===== src/rtl/flash_audio_pkg.sv =====
// Shared definitions for the flash audio path: sample/address widths,
// playable index range and the sample reader state encoding.
`timescale 1ns/1ps
package flash_audio_pkg;

    localparam int FLASH_ADDR_W = 23;
    localparam int SAMPLE_W     = 16;

    // Sample index range covered by the flash word address space.
    localparam logic [31:0] first_addr = 32'h0000_0000;
    localparam logic [31:0] last_addr  = 32'((64'd1 << (FLASH_ADDR_W + 1)) - 64'd1);

    typedef enum logic [2:0] {
        ST_IDLE      = 3'd0,
        ST_LOOKUP    = 3'd1,
        ST_REQ       = 3'd2,
        ST_WAIT_DATA = 3'd3,
        ST_RESPOND   = 3'd4
    } state_t;

endpackage


===== src/rtl/flash_word_cache.sv =====
// Single-entry cache of the last flash word fetched by the sample reader.
`timescale 1ns/1ps
module flash_word_cache #(
    parameter int ADDR_W = 23
) (
    input  logic              clk,
    input  logic              reset_n,
    input  logic              invalidate,
    input  logic              load,
    input  logic [ADDR_W-1:0] load_addr,
    input  logic [31:0]       load_data,
    input  logic [ADDR_W-1:0] lookup_addr,
    output logic              hit,
    output logic [31:0]       word
);

    logic              valid;
    logic [ADDR_W-1:0] word_addr;

    // Data always loads so an in-flight sample survives a coincident invalidate.
    always_ff @(posedge clk or negedge reset_n) begin
        if (!reset_n) begin
            valid     <= 1'b0;
            word_addr <= '0;
            word      <= '0;
        end else begin
            if (load) begin
                word_addr <= load_addr;
                word      <= load_data;
            end
            if (invalidate)
                valid <= 1'b0;
            else if (load)
                valid <= 1'b1;
        end
    end

    assign hit = valid && (word_addr == lookup_addr);

endmodule


===== src/rtl/flash_sample_reader.sv =====
// Fetches the 32-bit flash word holding a sample index over Avalon-MM and
// returns the selected 16-bit half, reusing the last word when it matches.
`timescale 1ns/1ps
module flash_sample_reader #(
    parameter int FLASH_ADDR_W   = flash_audio_pkg::FLASH_ADDR_W,
    parameter int TIMEOUT_CYCLES = 1024,
    parameter bit UPPER_FIRST    = 1'b0
) (
    input  logic                    clk,
    input  logic                    reset_n,
    input  logic                    sample_req,
    input  logic [31:0]             sample_addr,
    input  logic                    flush,
    output logic                    busy,
    output logic                    sample_valid,
    output logic [15:0]             sample_data,
    output logic                    read_error,
    output logic                    overrun,
    output logic [FLASH_ADDR_W-1:0] flash_address,
    output logic                    flash_read,
    output logic [3:0]              flash_byteenable,
    input  logic                    flash_waitrequest,
    input  logic [31:0]             flash_readdata,
    input  logic                    flash_readdatavalid
);

    // state        | meaning
    // ST_IDLE      | waiting for sample_req
    // ST_LOOKUP    | compare latched word address with the cache
    // ST_REQ       | flash_read held until waitrequest drops
    // ST_WAIT_DATA | read accepted, waiting for readdatavalid or timeout
    // ST_RESPOND   | present the selected half, pulse sample_valid
    import flash_audio_pkg::*;

    localparam int TMR_W = (TIMEOUT_CYCLES > 1) ? $clog2(TIMEOUT_CYCLES) : 1;
    localparam logic [TMR_W-1:0] TMR_LAST = TMR_W'(TIMEOUT_CYCLES - 1);

    state_t                  state;
    logic [FLASH_ADDR_W-1:0] req_word;
    logic                    req_half;
    logic [TMR_W-1:0]        tmr;
    logic                    cache_hit;
    logic                    cache_load;
    logic                    cache_inval;
    logic [31:0]             cache_word;
    logic                    timeout;
    logic [SAMPLE_W-1:0]     sel_half;
    logic                    unused_addr_bits;

    assign flash_byteenable = 4'b1111;
    // Index bits above the flash word range are intentionally dropped.
    assign unused_addr_bits = ^sample_addr[31:FLASH_ADDR_W+1];

    assign cache_load  = (state == ST_WAIT_DATA) && flash_readdatavalid;
    assign timeout     = (state == ST_WAIT_DATA) && !flash_readdatavalid && (tmr == TMR_LAST);
    assign cache_inval = flush || timeout;
    assign sel_half    = (req_half ^ UPPER_FIRST) ? cache_word[31:16] : cache_word[15:0];

    flash_word_cache #(
        .ADDR_W(FLASH_ADDR_W)
    ) u_cache (
        .clk        (clk),
        .reset_n    (reset_n),
        .invalidate (cache_inval),
        .load       (cache_load),
        .load_addr  (req_word),
        .load_data  (flash_readdata),
        .lookup_addr(req_word),
        .hit        (cache_hit),
        .word       (cache_word)
    );

    always_ff @(posedge clk or negedge reset_n) begin
        if (!reset_n) begin
            state         <= ST_IDLE;
            busy          <= 1'b0;
            sample_valid  <= 1'b0;
            sample_data   <= '0;
            read_error    <= 1'b0;
            overrun       <= 1'b0;
            flash_read    <= 1'b0;
            flash_address <= '0;
            req_word      <= '0;
            req_half      <= 1'b0;
            tmr           <= '0;
        end else begin
            sample_valid <= 1'b0;
            if (sample_req && busy)
                overrun <= 1'b1;
            case (state)
                ST_IDLE: begin
                    if (sample_req) begin
                        req_word <= sample_addr[FLASH_ADDR_W:1];
                        req_half <= sample_addr[0];
                        busy     <= 1'b1;
                        state    <= ST_LOOKUP;
                    end
                end
                ST_LOOKUP: begin
                    if (cache_hit) begin
                        state <= ST_RESPOND;
                    end else begin
                        flash_address <= req_word;
                        flash_read    <= 1'b1;
                        state         <= ST_REQ;
                    end
                end
                ST_REQ: begin
                    if (!flash_waitrequest) begin
                        flash_read <= 1'b0;
                        tmr        <= '0;
                        state      <= ST_WAIT_DATA;
                    end
                end
                ST_WAIT_DATA: begin
                    if (flash_readdatavalid) begin
                        state <= ST_RESPOND;
                    end else if (tmr == TMR_LAST) begin
                        sample_data  <= '0;
                        sample_valid <= 1'b1;
                        busy         <= 1'b0;
                        read_error   <= 1'b1;
                        state        <= ST_IDLE;
                    end else begin
                        tmr <= tmr + TMR_W'(1);
                    end
                end
                ST_RESPOND: begin
                    sample_data  <= sel_half;
                    sample_valid <= 1'b1;
                    busy         <= 1'b0;
                    state        <= ST_IDLE;
                end
                default: state <= ST_IDLE;
            endcase
        end
    end

endmodule


===== config.mk =====
export PLATFORM = sky130hd
export DESIGN_NAME = flash_sample_reader
export DESIGN_NICKNAME = d
export VERILOG_FILES = /design/src/rtl/flash_audio_pkg.sv /design/src/rtl/flash_word_cache.sv /design/src/rtl/flash_sample_reader.sv
export SDC_FILE = /design/constraint.sdc
export NUM_CORES = 1
export LEC_CHECK = 0
export BUFFER_PORTS_ARGS = -buffer_cell sky130_fd_sc_hd__buf_2
export CAP_MARGIN = 20
export CORE_ASPECT_RATIO = 0.9
export CORE_UTILIZATION = 54
export DETAILED_ROUTE_END_ITERATION = 6
export PLACE_DENSITY = 0.87
export SETUP_SLACK_MARGIN = 0.05
export SYNTH_ARGS = -nofsm -noshare
export SYNTH_HDL_FRONTEND = slang
export SYNTH_SLANG_ARGS = --single-unit

===== constraint.sdc =====
create_clock -name clk -period 2.5 [get_ports clk]
set_clock_uncertainty 0.05 [all_clocks]
set_input_delay 0.5 -clock clk [delete_from_list [all_inputs] [get_ports clk]]
set_output_delay 0.5 -clock clk [all_outputs]
set_load 0.1 [all_outputs]

==> reports/results.md <==
• transition at the pin with the smallest max-transition slack: 0.555 ns
• # DRC: 0
• vias in the first global route: 3772
• Mapped Avg Cell Area: 13.6 um^2
• share of the cycle needed by the critical path after routing: 0.847
• sort of element at the start of the critical path: flip-flop
• data arrival time of the critical path: 2.34 ns
• largest cells by area after synthesis: sky130_fd_sc_hd__dfrtp_1, sky130_fd_sc_hd__mux2_2, sky130_fd_sc_hd__xnor2_1, sky130_fd_sc_hd__mux2i_1, sky130_fd_sc_hd__o21ai_0
• area after detailed placement: 0.00637 mm^2
• largest net degree at the start of global routing: 63
• total iterations of the first detailed-routing run: 5
• horizontal die dimension: 110 um
• synth-to-layout area growth: 23.0%
• Cell variety after synth: 37
• TritonCTS buffer count: 17
• chip height: 99.4 um
• CP Launch Point: tmr[0]
• proportion of synthesized chip area in sequential cells: 0.602
• Max Root-Sink Buffers: 2
• num ports: 118
• leading cell type in the layout, fill and taps excluded: sky130_fd_sc_hd__dfrtp_1
• cell class contributing the biggest share of worst-path delay: compound AO/OA/AOI/OAI gates
• Max H-tree Level: 4
• delay of the slowest cell on the worst path: 0.47 ns
• highest attainable clock frequency: 472 MHz
• Synth top area share: 0.602
• ordered list of cells on the worst path: ha_1 -> and3_1 -> a41oi_1 -> nor2_1 -> o21ai_0 -> o21ai_0
• library cell contributing the largest single delay on the critical path: sky130_fd_sc_hd__a41oi_1
• setup fix buffers added after clock tree synthesis: 0
• CTS root buf: sky130_fd_sc_hd__clkbuf_16
• Critical Path Fanout Max: 9
• filler-free cell count of the finished design: 677
• first-pass GRT wire length: 18500 um
• commonest cells after routing, fill and taps aside: sky130_fd_sc_hd__dfrtp_1, sky130_fd_sc_hd__buf_2, sky130_fd_sc_hd__mux2_2, sky130_fd_sc_hd__o21ai_0, sky130_fd_sc_hd__nand2_1
• core box area: 0.0102 mm^2
• launch point of the worst reg-to-reg path: tmr[0]
• vias post-DR: 3677
• initial antenna violation count: 0
• Die Area: 0.0110 mm^2
• share of final-layout standard cells stronger than drive strength 1: 0.458
• critical path required time: 2.72 ns
• most area-hungry cell type in the Yosys netlist: sky130_fd_sc_hd__dfrtp_1
• number of max-capacitance violations reported: 0
• number of antenna-violating nets in the routed design: 0
• gr usage total: 0.229
• TritonCTS clock tree: yes
• number of antenna diodes: 0
• wire per inst: 16.8 um
• Rel. slew slack: 0.630
• sink count of the clock tree: 137
• Synth warnings: 0
• min Tclk post-route: 2.12 ns
• Final Hold Slack: -0.00896 ns
• Synth Cell Area: 0.00569 mm^2
• endpoint kind of the worst setup timing path: flip-flop
• path class of the lowest-slack min-delay path: in -> async
• violations in the final reports: negative hold slack
• net count of the finished layout: 606
• detailed-route wire length: 11400 um
• Detail Placement HPWL: 7540 um
• result of the run: finished with violations
• Post-Synthesis Cells: 418
• Starting Density: 0.555
• summed area of non-filler cells in the final layout: 0.00700 mm^2
• final-layout setup total negative slack: 0 ns
• Iter 0 DRT Violations: 240
• Setup Crit Path Kind: reg -> reg
• RSZ-0062 raised after global routing: no
• final hold vios: 5
• post-placement cell count: 645
• CP Buf/Inv Count: 0
• number of max-slew violations in the final report: 0
• number of flip-flops and latches in the synthesized netlist: 137
• total gr overflow: 0
• Worst-Skew Late Latency: 0.41 ns
• Setup violations, final: 0
• routed via count divided by cell count: 5.43
• GP Congestion: 0.842
• port buffer count: 105
• site row count: 35
• post-cts sizing count: 0
• cell repeated most along the worst path: sky130_fd_sc_hd__o21ai_0
• clock-pin slew of the registers on the worst-case setup and hold paths: 0.06 ns
• hold buffer count at cts: 0
synth_stat cells (all sizes together):
master     n
o21ai     29
nor2b      2
dfrtp    137
a31oi      2
and4       1
and3       2
nand2b     1
buf       17
xor2       2
a41oi      1
nor4       1
inv        3
xnor2     23
a21oi      3
o21bai     1
a211oi     1
nor3       1
clkbuf     3
o31ai      3
nand3      3
nand4bb    1
a21o       3
nand2     27
mux2i     16
nand3b     1
nor2      17
conb       1
nand4      9
nand4b     1
and2       2
ha         1
mux2     102
a21boi     1
path summary, 6_finish.rpt:
| path | end | slack (ns) | cells after the start |
|---|---|---|---|
| max reg2reg | tmr[2] | 0.38 | 6 |
| min reg2reg | overrun | 0.40 | 1 |
| max | tmr[2] | 0.38 | 6 |
| min in group clk | u_cache.valid | 0.19 | 2 |
| max in group asynchronous | req_word[9] | 1.71 | 2 |
| min | sample_data[6] | -0.009 | 1 |
worst reg2reg max path, cell delays in order (launching register included):
cell                      delay (ns)
sky130_fd_sc_hd__dfrtp_1        0.41
sky130_fd_sc_hd__ha_1           0.25
sky130_fd_sc_hd__and3_1         0.22
sky130_fd_sc_hd__a41oi_1        0.47
sky130_fd_sc_hd__nor2_1         0.26
sky130_fd_sc_hd__o21ai_0        0.21
sky130_fd_sc_hd__o21ai_0        0.12
kinds of logic (layout without fill, tap and decap cells):
| family | Yosys count | count (layout) | share of synthesized area |
|---|---|---|---|
| flops | 137 | 137 | 0.602 |
| mux | 118 | 118 | 0.230 |
| simple gates | 69 | 69 | 0.0587 |
| compound gates | 44 | 44 | 0.0451 |
| xor+xnor | 25 | 25 | 0.0385 |
| buf+inv | 23 | 150 | 0.0226 |
| fa+ha+maj | 1 | 1 | 0.00220 |
| other cells | 1 | 4 | 0.000659 |
layer usage:
layer / global-route usage / vias up / wire length (um)
li1: - / 1701 / -
met1: 0.275 / 1852 / 4670
met2: 0.388 / 111 / 5930
met3: 0.0688 / 13 / 610
met4: 0.0881 / 0 / 156
met5: 0 / - / 0
cell type report:
| type | instances | area (um^2) |
|---|---|---|
| Clock inverter | 11 | 169 |
| Multi-Input combinational cell | 261 | 2150 |
| Clock buffer | 21 | 460 |
| Inverter | 3 | 11.3 |
| Timing Repair Buffer | 115 | 619 |
| Sequential cell | 137 | 3430 |
| Fill cell | 717 | 3250 |
| Tap cell | 129 | 161 |
per-stage QoR:
stage,hold slack [ns],util,setup slack [ns]
6_report,-0.00896,0.683,0.382
5_1_grt,0.0240,0.683,0.170
4_1_cts,0.00558,0.683,0.349
3_5_place_dp,0.397,0.621,0.361
3_3_place_gp,0.386,0.621,0.426
2_1_floorplan,0.154,-,0.712
registers in the layout, indices dropped and copies added (netlist names):
register	flops
sample_data	16
flash_address	23
tmr	10
req_half	1
u_cache.word	32
overrun	1
read_error	1
state	3
u_cache.word_addr	23
u_cache.valid	1
sample_valid	1
flash_read	1
busy	1
req_word	23
Power is not shown: default switching activity piles up to over one toggle a cycle in this logic, so the estimate is an artifact.
